--- src/rtl/switch_stim_seq_pkg.sv ---
// Shared types and constants for the switch stimulus sequencer.
// Vector bit positions map directly onto the drive pins.
package switch_stim_pkg;

  typedef enum logic [1:0] {
    IDLE = 2'd0,
    RUN  = 2'd1,
    FIN  = 2'd2
  } state_t;

  localparam int NUM_VEC = 8;
  localparam int HOLD_W  = 8;

  localparam int SRC_BIT = 0;
  localparam int NG_BIT  = 1;
  localparam int PG_BIT  = 2;

  function automatic logic resp_differs(
    input logic a,
    input logic b
  );
    return a != b;
  endfunction

endpackage

--- src/rtl/switch_stim_seq_if.sv ---
// Stimulus / response bundle between a sweep controller
// and the test fixture holding the two switches.
interface switch_stim_seq_if;

  logic       start;
  logic       resp_a;
  logic       resp_b;
  logic       source;
  logic       n_gate;
  logic       p_gate;
  logic       busy;
  logic       done;
  logic [3:0] mismatch_cnt;
  logic [2:0] first_mis_idx;
  logic       first_mis_valid;

  modport master (
    output start,
    output resp_a,
    output resp_b,
    input  source,
    input  n_gate,
    input  p_gate,
    input  busy,
    input  done,
    input  mismatch_cnt,
    input  first_mis_idx,
    input  first_mis_valid
  );

  modport slave (
    input  start,
    input  resp_a,
    input  resp_b,
    output source,
    output n_gate,
    output p_gate,
    output busy,
    output done,
    output mismatch_cnt,
    output first_mis_idx,
    output first_mis_valid
  );

endinterface

--- src/rtl/switch_stim_seq_hold_cnt.sv ---
// Per-vector hold timer; last flags the final hold cycle,
// which is the only cycle responses may be sampled.
module stim_hold_cnt
  import switch_stim_pkg::*;
#(
  parameter int HOLD_CYCLES = 1
) (
  input  logic clk,
  input  logic rst,
  input  logic clear,
  input  logic en,
  output logic last
);

  logic [HOLD_W-1:0] cnt;

  assign last = (cnt == HOLD_W'(HOLD_CYCLES - 1));

  // count 0..H-1 while enabled, wrapping after the last cycle
  always_ff @(posedge clk) begin
    if (rst || clear) begin
      cnt <= '0;
    end else if (en) begin
      cnt <= last ? '0 : cnt + 1'b1;
    end
  end

endmodule

--- src/rtl/switch_stim_seq.sv ---
// Sweeps the 8 source/gate combinations across two switches
// and records how many vectors gave differing drain responses.
module switch_stim_seq
  import switch_stim_pkg::*;
#(
  parameter int HOLD_CYCLES = 1
) (
  input logic        clk,
  input logic        rst,
  switch_stim_seq_if.slave bus
);

  state_t     state;
  state_t     state_nx;
  logic [2:0] vec;
  logic [2:0] vec_nx;
  logic [2:0] drv;
  logic [3:0] mcnt;
  logic [2:0] fidx;
  logic       fvld;
  logic       run;
  logic       last;
  logic       accept;
  logic       sample;
  logic       mis;

  assign run    = (state == RUN);
  assign accept = (state == IDLE) && bus.start;
  assign sample = run && last;
  assign mis    = sample &&
                  resp_differs(bus.resp_a, bus.resp_b);

  stim_hold_cnt #(
    .HOLD_CYCLES(HOLD_CYCLES)
  ) u_hold (
    .clk   (clk),
    .rst   (rst),
    .clear (accept),
    .en    (run),
    .last  (last)
  );

  // next state and next vector
  always_comb begin
    state_nx = state;
    vec_nx   = vec;
    unique case (state)
      IDLE: begin
        if (bus.start) begin
          state_nx = RUN;
          vec_nx   = '0;
        end
      end
      RUN: begin
        if (sample) begin
          vec_nx = vec + 3'd1;
          if (vec == 3'(NUM_VEC - 1)) begin
            state_nx = FIN;
          end
        end
      end
      FIN: begin
        state_nx = IDLE;
      end
      default: begin
        state_nx = IDLE;
      end
    endcase
  end

  // state, vector and registered drive pins
  always_ff @(posedge clk) begin
    if (rst) begin
      state <= IDLE;
      vec   <= '0;
      drv   <= '0;
    end else begin
      state <= state_nx;
      vec   <= vec_nx;
      drv   <= (state_nx == RUN) ? vec_nx : '0;
    end
  end

  // mismatch count and first-mismatch capture
  always_ff @(posedge clk) begin
    if (rst || accept) begin
      mcnt <= '0;
      fidx <= '0;
      fvld <= 1'b0;
    end else if (mis) begin
      if (mcnt != 4'(NUM_VEC)) begin
        mcnt <= mcnt + 4'd1;
      end
      if (!fvld) begin
        fidx <= vec;
        fvld <= 1'b1;
      end
    end
  end

  assign bus.source          = drv[SRC_BIT];
  assign bus.n_gate          = drv[NG_BIT];
  assign bus.p_gate          = drv[PG_BIT];
  assign bus.busy            = run;
  assign bus.done            = (state == FIN);
  assign bus.mismatch_cnt    = mcnt;
  assign bus.first_mis_idx   = fidx;
  assign bus.first_mis_valid = fvld;

endmodule

--- src/flat_wrapper.sv ---
// flat-port wrapper written by rule: the top's interface ports become plain ports
module switch_stim_seq_flat import switch_stim_pkg::*;
#(
  parameter int HOLD_CYCLES = 1
)
  (clk, rst, bus_start, bus_resp_a, bus_resp_b, bus_source, bus_n_gate, bus_p_gate, bus_busy, bus_done, bus_mismatch_cnt, bus_first_mis_idx, bus_first_mis_valid);
  switch_stim_seq_if bus_i ();
  input logic clk;
  input logic rst;
  input wire logic [$bits(bus_i.start)-1:0] bus_start;
  input wire logic [$bits(bus_i.resp_a)-1:0] bus_resp_a;
  input wire logic [$bits(bus_i.resp_b)-1:0] bus_resp_b;
  output wire logic [$bits(bus_i.source)-1:0] bus_source;
  output wire logic [$bits(bus_i.n_gate)-1:0] bus_n_gate;
  output wire logic [$bits(bus_i.p_gate)-1:0] bus_p_gate;
  output wire logic [$bits(bus_i.busy)-1:0] bus_busy;
  output wire logic [$bits(bus_i.done)-1:0] bus_done;
  output wire logic [$bits(bus_i.mismatch_cnt)-1:0] bus_mismatch_cnt;
  output wire logic [$bits(bus_i.first_mis_idx)-1:0] bus_first_mis_idx;
  output wire logic [$bits(bus_i.first_mis_valid)-1:0] bus_first_mis_valid;
  assign bus_i.start = bus_start;
  assign bus_i.resp_a = bus_resp_a;
  assign bus_i.resp_b = bus_resp_b;
  assign bus_source = bus_i.source;
  assign bus_n_gate = bus_i.n_gate;
  assign bus_p_gate = bus_i.p_gate;
  assign bus_busy = bus_i.busy;
  assign bus_done = bus_i.done;
  assign bus_mismatch_cnt = bus_i.mismatch_cnt;
  assign bus_first_mis_idx = bus_i.first_mis_idx;
  assign bus_first_mis_valid = bus_i.first_mis_valid;
  switch_stim_seq #(.HOLD_CYCLES(HOLD_CYCLES)) u_core (.clk(clk), .rst(rst), .bus(bus_i));
endmodule
--- config.mk ---
export PLATFORM = sky130hd
export DESIGN_NAME = switch_stim_seq_flat
export DESIGN_NICKNAME = d
export VERILOG_FILES = /design/src/rtl/switch_stim_seq_pkg.sv /design/src/rtl/switch_stim_seq_if.sv /design/src/rtl/switch_stim_seq_hold_cnt.sv /design/src/rtl/switch_stim_seq.sv /design/src/flat_wrapper.sv
export SDC_FILE = /design/constraint.sdc
export NUM_CORES = 1
export LEC_CHECK = 0
export ABC_AREA = 1
export BUFFER_PORTS_ARGS = -buffer_cell sky130_fd_sc_hd__buf_2
export CORE_UTILIZATION = 58
export DETAILED_ROUTE_END_ITERATION = 10
export MAX_ROUTING_LAYER = met4
export PLACE_DENSITY = 0.81
export SETUP_SLACK_MARGIN = 0.05
export SYNTH_ARGS = -nofsm -noshare
export SYNTH_HDL_FRONTEND = slang
export SYNTH_SLANG_ARGS = --single-unit
export TNS_END_PERCENT = 10
--- constraint.sdc ---
create_clock -name clk -period 2.1 [get_ports clk]
set_clock_uncertainty 0.05 [all_clocks]
set_input_delay 0.42 -clock clk [delete_from_list [all_inputs] [get_ports clk]]
set_output_delay 0.42 -clock clk [all_outputs]
set_load 0.01 [all_outputs]
==> results.md, run 1 <==
- Status: finished clean
- Postcts setup bufs: 0
- Starting density of the core: 0.622
- H-tree Lvls: 1
- Crit end category: output pin
- Port bufs: 17
- DR pass1 iterations: 5
- Post-Syn Instances: 170
- Worst R2R End: u_core.u_hold.cnt[0]
- Count of yosys warnings during synthesis: 0
- Vias/cell: 5.20
- First-pass GRT wire length: 3550 µm
- Vias: 1129
- Post-synth EDFFs: 0
- Slew HR: 0.750
- Worst Reg-to-Reg Cells: 7
- WL final: 2400 µm
- CTS tree: yes
- DRC: 0
- Mapped cell area: 1230 µm²
- RSZ-0062 raised after global routing: false
- CP bufs+invs: 2
- Mapped Nets: 181
- Hold_buf cts: 0
- Resized Gates After CTS: 0
- Hold Path Class: in2reg
- Pwr Density: 592 nW/µm²
- Clk pin slew, worst setup/hold paths: 0.13 ns
- FMAX: 599 MHz
- Post-synth ARST share: 0
- Placed Cells: 213
- # clock sinks: 24
- Nets: 202
- Final Wtd Congestion: 0.912
- Post-layout minimum cycle time: 1.67 ns
- Area grow syn2layout: 11.7%
- VDD IR max: 0.000346 V
- Core Region: 1980 µm²
- Worst setup startpoint: u_core.state[0]
- Area occupied by multi-input gates: 648 µm²
- Final Hold Viols: 0
- Clock buffer depth: 2
- Largest net degree at the start of global routing: 14
- Dominant cells by area after synthesis: dfxtp_1 39%, nand2_1 11%, nand3_1 7.7%
- Worst setup path class: reg2out
- CP Launch Type: register
- Hold_ws: 0.318 ns
- CP max stage delay: 0.45 ns
- DR iter-0 viols: 29
- Share of the synthesized area in the top cell type: 0.390
- Grt ovf: 0
- Crit-path cells: nand2_4 > inv_4 > buf_2
- Share of cells above drive strength 1: 0.174
- R2R setup slack: 0.50 ns
- Top-level I/O count: 18
- Most common cell in the netlist: nand2_1
- Synth area leader: dfxtp_1
- Root buffer cell: clkbuf_4
- Required time worst endpoint: 1.63 ns
- Ys flop type: dfxtp_1
- FF-to-FF Start: u_core.u_hold.cnt[0]
- Initial antenna violation count: 0
- Post-route clock period utilization: 0.795
- Skew-Pair Late Insertion Delay: 0.31 ns
- Die area: 2310 µm²
- Worst Path Arrival: 1.20 ns
- Die Height: 48.1 µm
- Die X: 48.1 µm
- #FFs+latches synth: 24
- CTS Buf Count: 3
- Util after Layout: 0.694
- Setup TNS: 0 ns
- Routed WL per cell: 11.1 µm
- Sequential area share after synthesis: 0.390
- Setup violators final: 0
- Vias in the first global route: 887
- Slew at the pin closest to its max-slew limit: 0.371 ns
- Row Count: 16
- P_leak: 0.640 nW
- Synth unique cells: 23
- Worst setup path endpoint: bus_busy
- Diodes inserted: 0
- Leading cell types by count after synthesis: 37 x nand2_1, 25 x nor2_1, 24 x dfxtp_1, 20 x inv_1, 19 x nand3_1
- MaxCap Viol Count: 0
- WP depth: 3
- Register Area: 480 µm²
- Worst path slowest cell: dfxtp_1
- Fillers: 172
- Gr usage total: 0.225
- Mapped Avg Cell Area: 7.25 µm²
- ANT nets after route: 0
- Final cell count without fillers: 217
- Detailed placement HPWL: 1850 µm
- Critical path's top delay family: flip-flops
- Fin. max-slew vios: 0
- Crit Path Max Fanout: 12
## flip-flops by register name, indices dropped and copies added (netlist names)
| name | flops |
|---|---|
| u_core.state | 2 |
| u_core.drv | 3 |
| u_core.u_hold.cnt | 8 |
| u_core.bus.first_mis_valid | 1 |
| u_core.bus.first_mis_idx | 3 |
| u_core.vec | 3 |
| u_core.bus.mismatch_cnt | 4 |
## metrics by stage
stage / worst slack [ns] / cell area [µm²] / total power [mW]
after floorplan: 0.722 / 1230 / 0.556
after global placement: 0.646 / 1340 / 0.580
after detailed placement: 0.559 / 1340 / 0.584
after CTS: 0.421 / 1380 / 0.822
after global routing: 0.320 / 1380 / 0.853
final: 0.431 / 1380 / 0.815
## cell type report
type | instances | area share
tap | 27 | 0.0245
clock buffer | 4 | 0.0264
timing repair buffer | 17 | 0.0618
sequential | 24 | 0.349
inverter | 24 | 0.0673
multi-input combinational | 121 | 0.471
## routing by layer
metal	GRT usage	vias up	part of all wire
met5	-	-	0
met4	0.0500	0	0.0042
met3	0.0333	2	0.035
met2	0.392	20	0.51
met1	0.274	525	0.45
li1	-	582	-
## cells in the final DEF, fill, tap and decap left out, drive strengths merged
master / n
o21a: 1
clkinv: 1
nor2: 27
nand3: 21
o21ai: 1
clkbuf: 4
nor3: 7
buf: 17
nand2: 38
xor2: 5
inv: 23
ha: 6
dfxtp: 24
nand4: 2
a21oi: 13
## worst min path at each step
| stage | start | end | slack, ns | cells past startpoint |
|---|---|---|---|---|
| floorplan | u_core.state[1] | u_core.state[1] | 0.39 | 1 |
| global placement | u_core.state[1] | u_core.state[1] | 0.41 | 1 |
| detailed placement | u_core.state[1] | u_core.state[1] | 0.42 | 1 |
| CTS | rst | u_core.vec[2] | 0.31 | 2 |
| global route | rst | u_core.vec[2] | 0.31 | 2 |
| finish | rst | u_core.vec[2] | 0.32 | 2 |
## power by group
part / internal (mW) / switching, mW
clock: 0.106 / 0.136
sequential: 0.467 / 0.00954
combinational: 0.0331 / 0.0634
total: 0.606 / 0.209
## logic make-up after synthesis
| logic type | count (synthesis) | synth area share |
|---|---|---|
| simple gates | 95 | 0.357 |
| buf+inv | 25 | 0.0843 |
| xor+xnor | 5 | 0.0355 |
| fa+ha+maj | 6 | 0.0609 |
| compound gates | 15 | 0.0721 |
| flops | 24 | 0.390 |
## worst reg2reg max path: cells and delay by family, from the launching register on
family	cells	cell delay [ns]
compound gates	2	0.43
flops	1	0.35
simple gates	2	0.23
fa+ha+maj	1	0.22
buf+inv	2	0.20
No activity file was read; power rests on OpenSTA's default activity.
==> run 2, diff against run 1 <==
Settings changed: CORE_UTILIZATION 58 to 50, PLACE_DENSITY 0.81 to 0.74.
Clock period 2.1 ns to 1.45 ns, I/O delays scaled along.
==> run 2 against run 1 <==
Setup slack got worse by 0.36 ns. Cell count increased by 5.1%. Die area increased by 15%. First-iteration DRC count increased by 10%. Critical path type unchanged. Largest power group unchanged. Highest routed layer unchanged.
==> results.md, run 2 (synthesized netlist as in run 1, its figures left out) <==
- Top-level I/O count: 18 (unchanged)
- Placed Cells: 218 (+2.3%)
- Grt ovf: 0 (unchanged)
- FMAX: 725 MHz
- Final Wtd Congestion: 0.872 (-4.4%)
- PnR worst setup slack: 0.0714 ns (-0.360 ns)
- First-pass GRT wire length: 4420 µm (+24%)
- CTS tree: yes
- ANT nets after route: 0 (unchanged)
- Commonest non-fill, non-tap cell in the layout: nand2_1
- WL final: 2690 µm (+12%)
- MaxCap Viol Count: 0 (unchanged)
- Die Height: 51.6 µm (+7.4%)
- Clk pin slew, worst setup/hold paths: 0.13 ns (about the same)
- Vias in the first global route: 1058 (+19%)
- Hold Path Class: in2reg
- Nets: 212 (+5.0%)
- Initial antenna violation count: 0 (unchanged)
- Hold_ws: 0.183 ns (-0.135 ns)
- Most frequent cells in the layout: 35 x nand2_1, 23 x nor2_1
- Area occupied by multi-input gates: 716 µm² (+10%)
- Slew at the pin closest to its max-slew limit: 0.403 ns (+0.0319 ns)
- Skew-Pair Late Insertion Delay: 0.31 ns (about the same)
- Slew HR: 0.731 (-0.0195)
- Pwr Density: 796 nW/µm² (+34%)
- Vias: 1163 (+3.0%)
- Area grow syn2layout: 25.3%
- Worst setup path class: reg2out
- Starting density of the core: 0.542 (-0.0803)
- Crit Path Max Fanout: 9 (-3)
- Root buffer cell: clkbuf_4
- Top reg by flops: u_core.u_hold.cnt
- Die area: 2670 µm² (+15%)
- Share of cells above drive strength 1: 0.320 (+0.146)
- Post-route clock period utilization: 0.951
- DR iter-0 viols: 32 (+10%)
- # clock sinks: 24 (unchanged)
- CTS Buf Count: 3 (unchanged)
- Worst Path Arrival: 1.04 ns (-0.16 ns)
- Row Count: 17 (+1)
- VDD IR max: 0.000530 V (+53%)
- Diodes inserted: 0 (unchanged)
- Post-layout minimum cycle time: 1.38 ns
- DRC: 0 (unchanged)
- Required time worst endpoint: 1.11 ns (-0.52 ns)
- Die X: 51.6 µm (+7.4%)
- Largest net degree at the start of global routing: 14 (unchanged)
- Register Area: 489 µm² (+1.8%)
- Setup violators final: 0 (unchanged)
- Detailed placement HPWL: 1890 µm (+2.4%)
- RSZ-0062 raised after global routing: true
- Routed WL per cell: 11.8 µm (+6.5%)
- CP max stage delay: 0.43 ns (-0.02 ns)
- Worst path slowest cell: dfxtp_2
- Core Region: 2280 µm² (+15%)
- Hold_buf cts: 0 (unchanged)
- H-tree Lvls: 1 (unchanged)
- P_leak: 0.700 nW (+9.4%)
- Final Hold Viols: 0 (unchanged)
- Max reg flops: 8 (unchanged)
- Fillers: 192 (+12%)
- Setup TNS: 0 ns (unchanged)
- Gr usage total: 0.223 (-0.00236)
- Crit-path cells: nand2_8 > inv_8 > buf_2
- Fin. max-slew vios: 0 (unchanged)
- Worst slack, placed: 0.0237 ns (-0.535 ns)
- Final cell count without fillers: 228 (+5.1%)
- Clock buffer depth: 2 (unchanged)
- CP Launch Type: register
- Crit end category: output pin
- Port bufs: 17 (unchanged)
- Util after Layout: 0.678 (-0.0160)
- Vias/cell: 5.10 (-2.0%)
- Status: finished clean
- DR pass1 iterations: 4 (-1)
-- run 2: changes by cell type in the layout (fill, tap and decap cells not counted), sizes merged --
| cell | before | now |
|---|---|---|
| buf | 17 | 27 |
| clkinv | 1 | 0 |
| clkinvlp | 0 | 1 |
-- run 2: worst paths after layout --
kind,depth (start not counted),from,endpoint,slack (ns)
worst max-delay path,3,u_core.state[0],bus_busy,0.07
worst min register to register,1,u_core.state[1],u_core.state[1],0.42
worst min-delay path,2,rst,u_core.state[1],0.18
worst max register to register,7,u_core.state[0],u_core.bus.mismatch_cnt[1],0.11
-- run 2: metrics by stage --
step           power (mW)  cell area [µm²]
4_1_cts              1.21             1470
3_3_place_gp        0.848             1370
6_report             1.23             1540
5_1_grt              1.29             1540
2_1_floorplan       0.806             1230
3_5_place_dp        0.851             1370
-- run 2: power by group --
part | total (mW) | switching [mW] | internal [mW]
sequential | 0.693 | 0.0157 | 0.678
clock | 0.350 | 0.197 | 0.153
combinational | 0.186 | 0.110 | 0.0755
total | 1.23 | 0.323 | 0.906
-- run 2: timing repair --
| action | 4_1_cts | 5_1_grt |
|---|---|---|
| pin swaps | 2 | 5 |
| buffers inserted | 5 | 1 |
| hold endpoints to repair | 0 | 0 |
| setup endpoints to repair | 13 | 21 |
| gates resized for setup | 9 | 21 |
-- run 2: per-layer routing --
| layer | share of wire | global-route usage | routed length [µm] |
|---|---|---|---|
| met1 | 0.45 | 0.265 | 1220 |
| met2 | 0.49 | 0.405 | 1310 |
| met3 | 0.036 | 0.0175 | 97 |
| met4 | 0.021 | 0.0541 | 57 |
| met5 | 0 | - | 0 |
-- run 2: critical path, delay by kind of cell (launching register included) --
kind / cells / cell delay (ns)
flip-flops: 1 / 0.43
buffers and inverters: 2 / 0.19
AND/OR/NAND/NOR: 1 / 0.10
-- run 2: layout make-up --
class	count	area share
Multi-Input combinational cell	121	0.464
Tap cell	28	0.0227
Timing Repair Buffer	27	0.106
Sequential cell	24	0.317
Clock buffer	4	0.0235
Inverter	24	0.0673
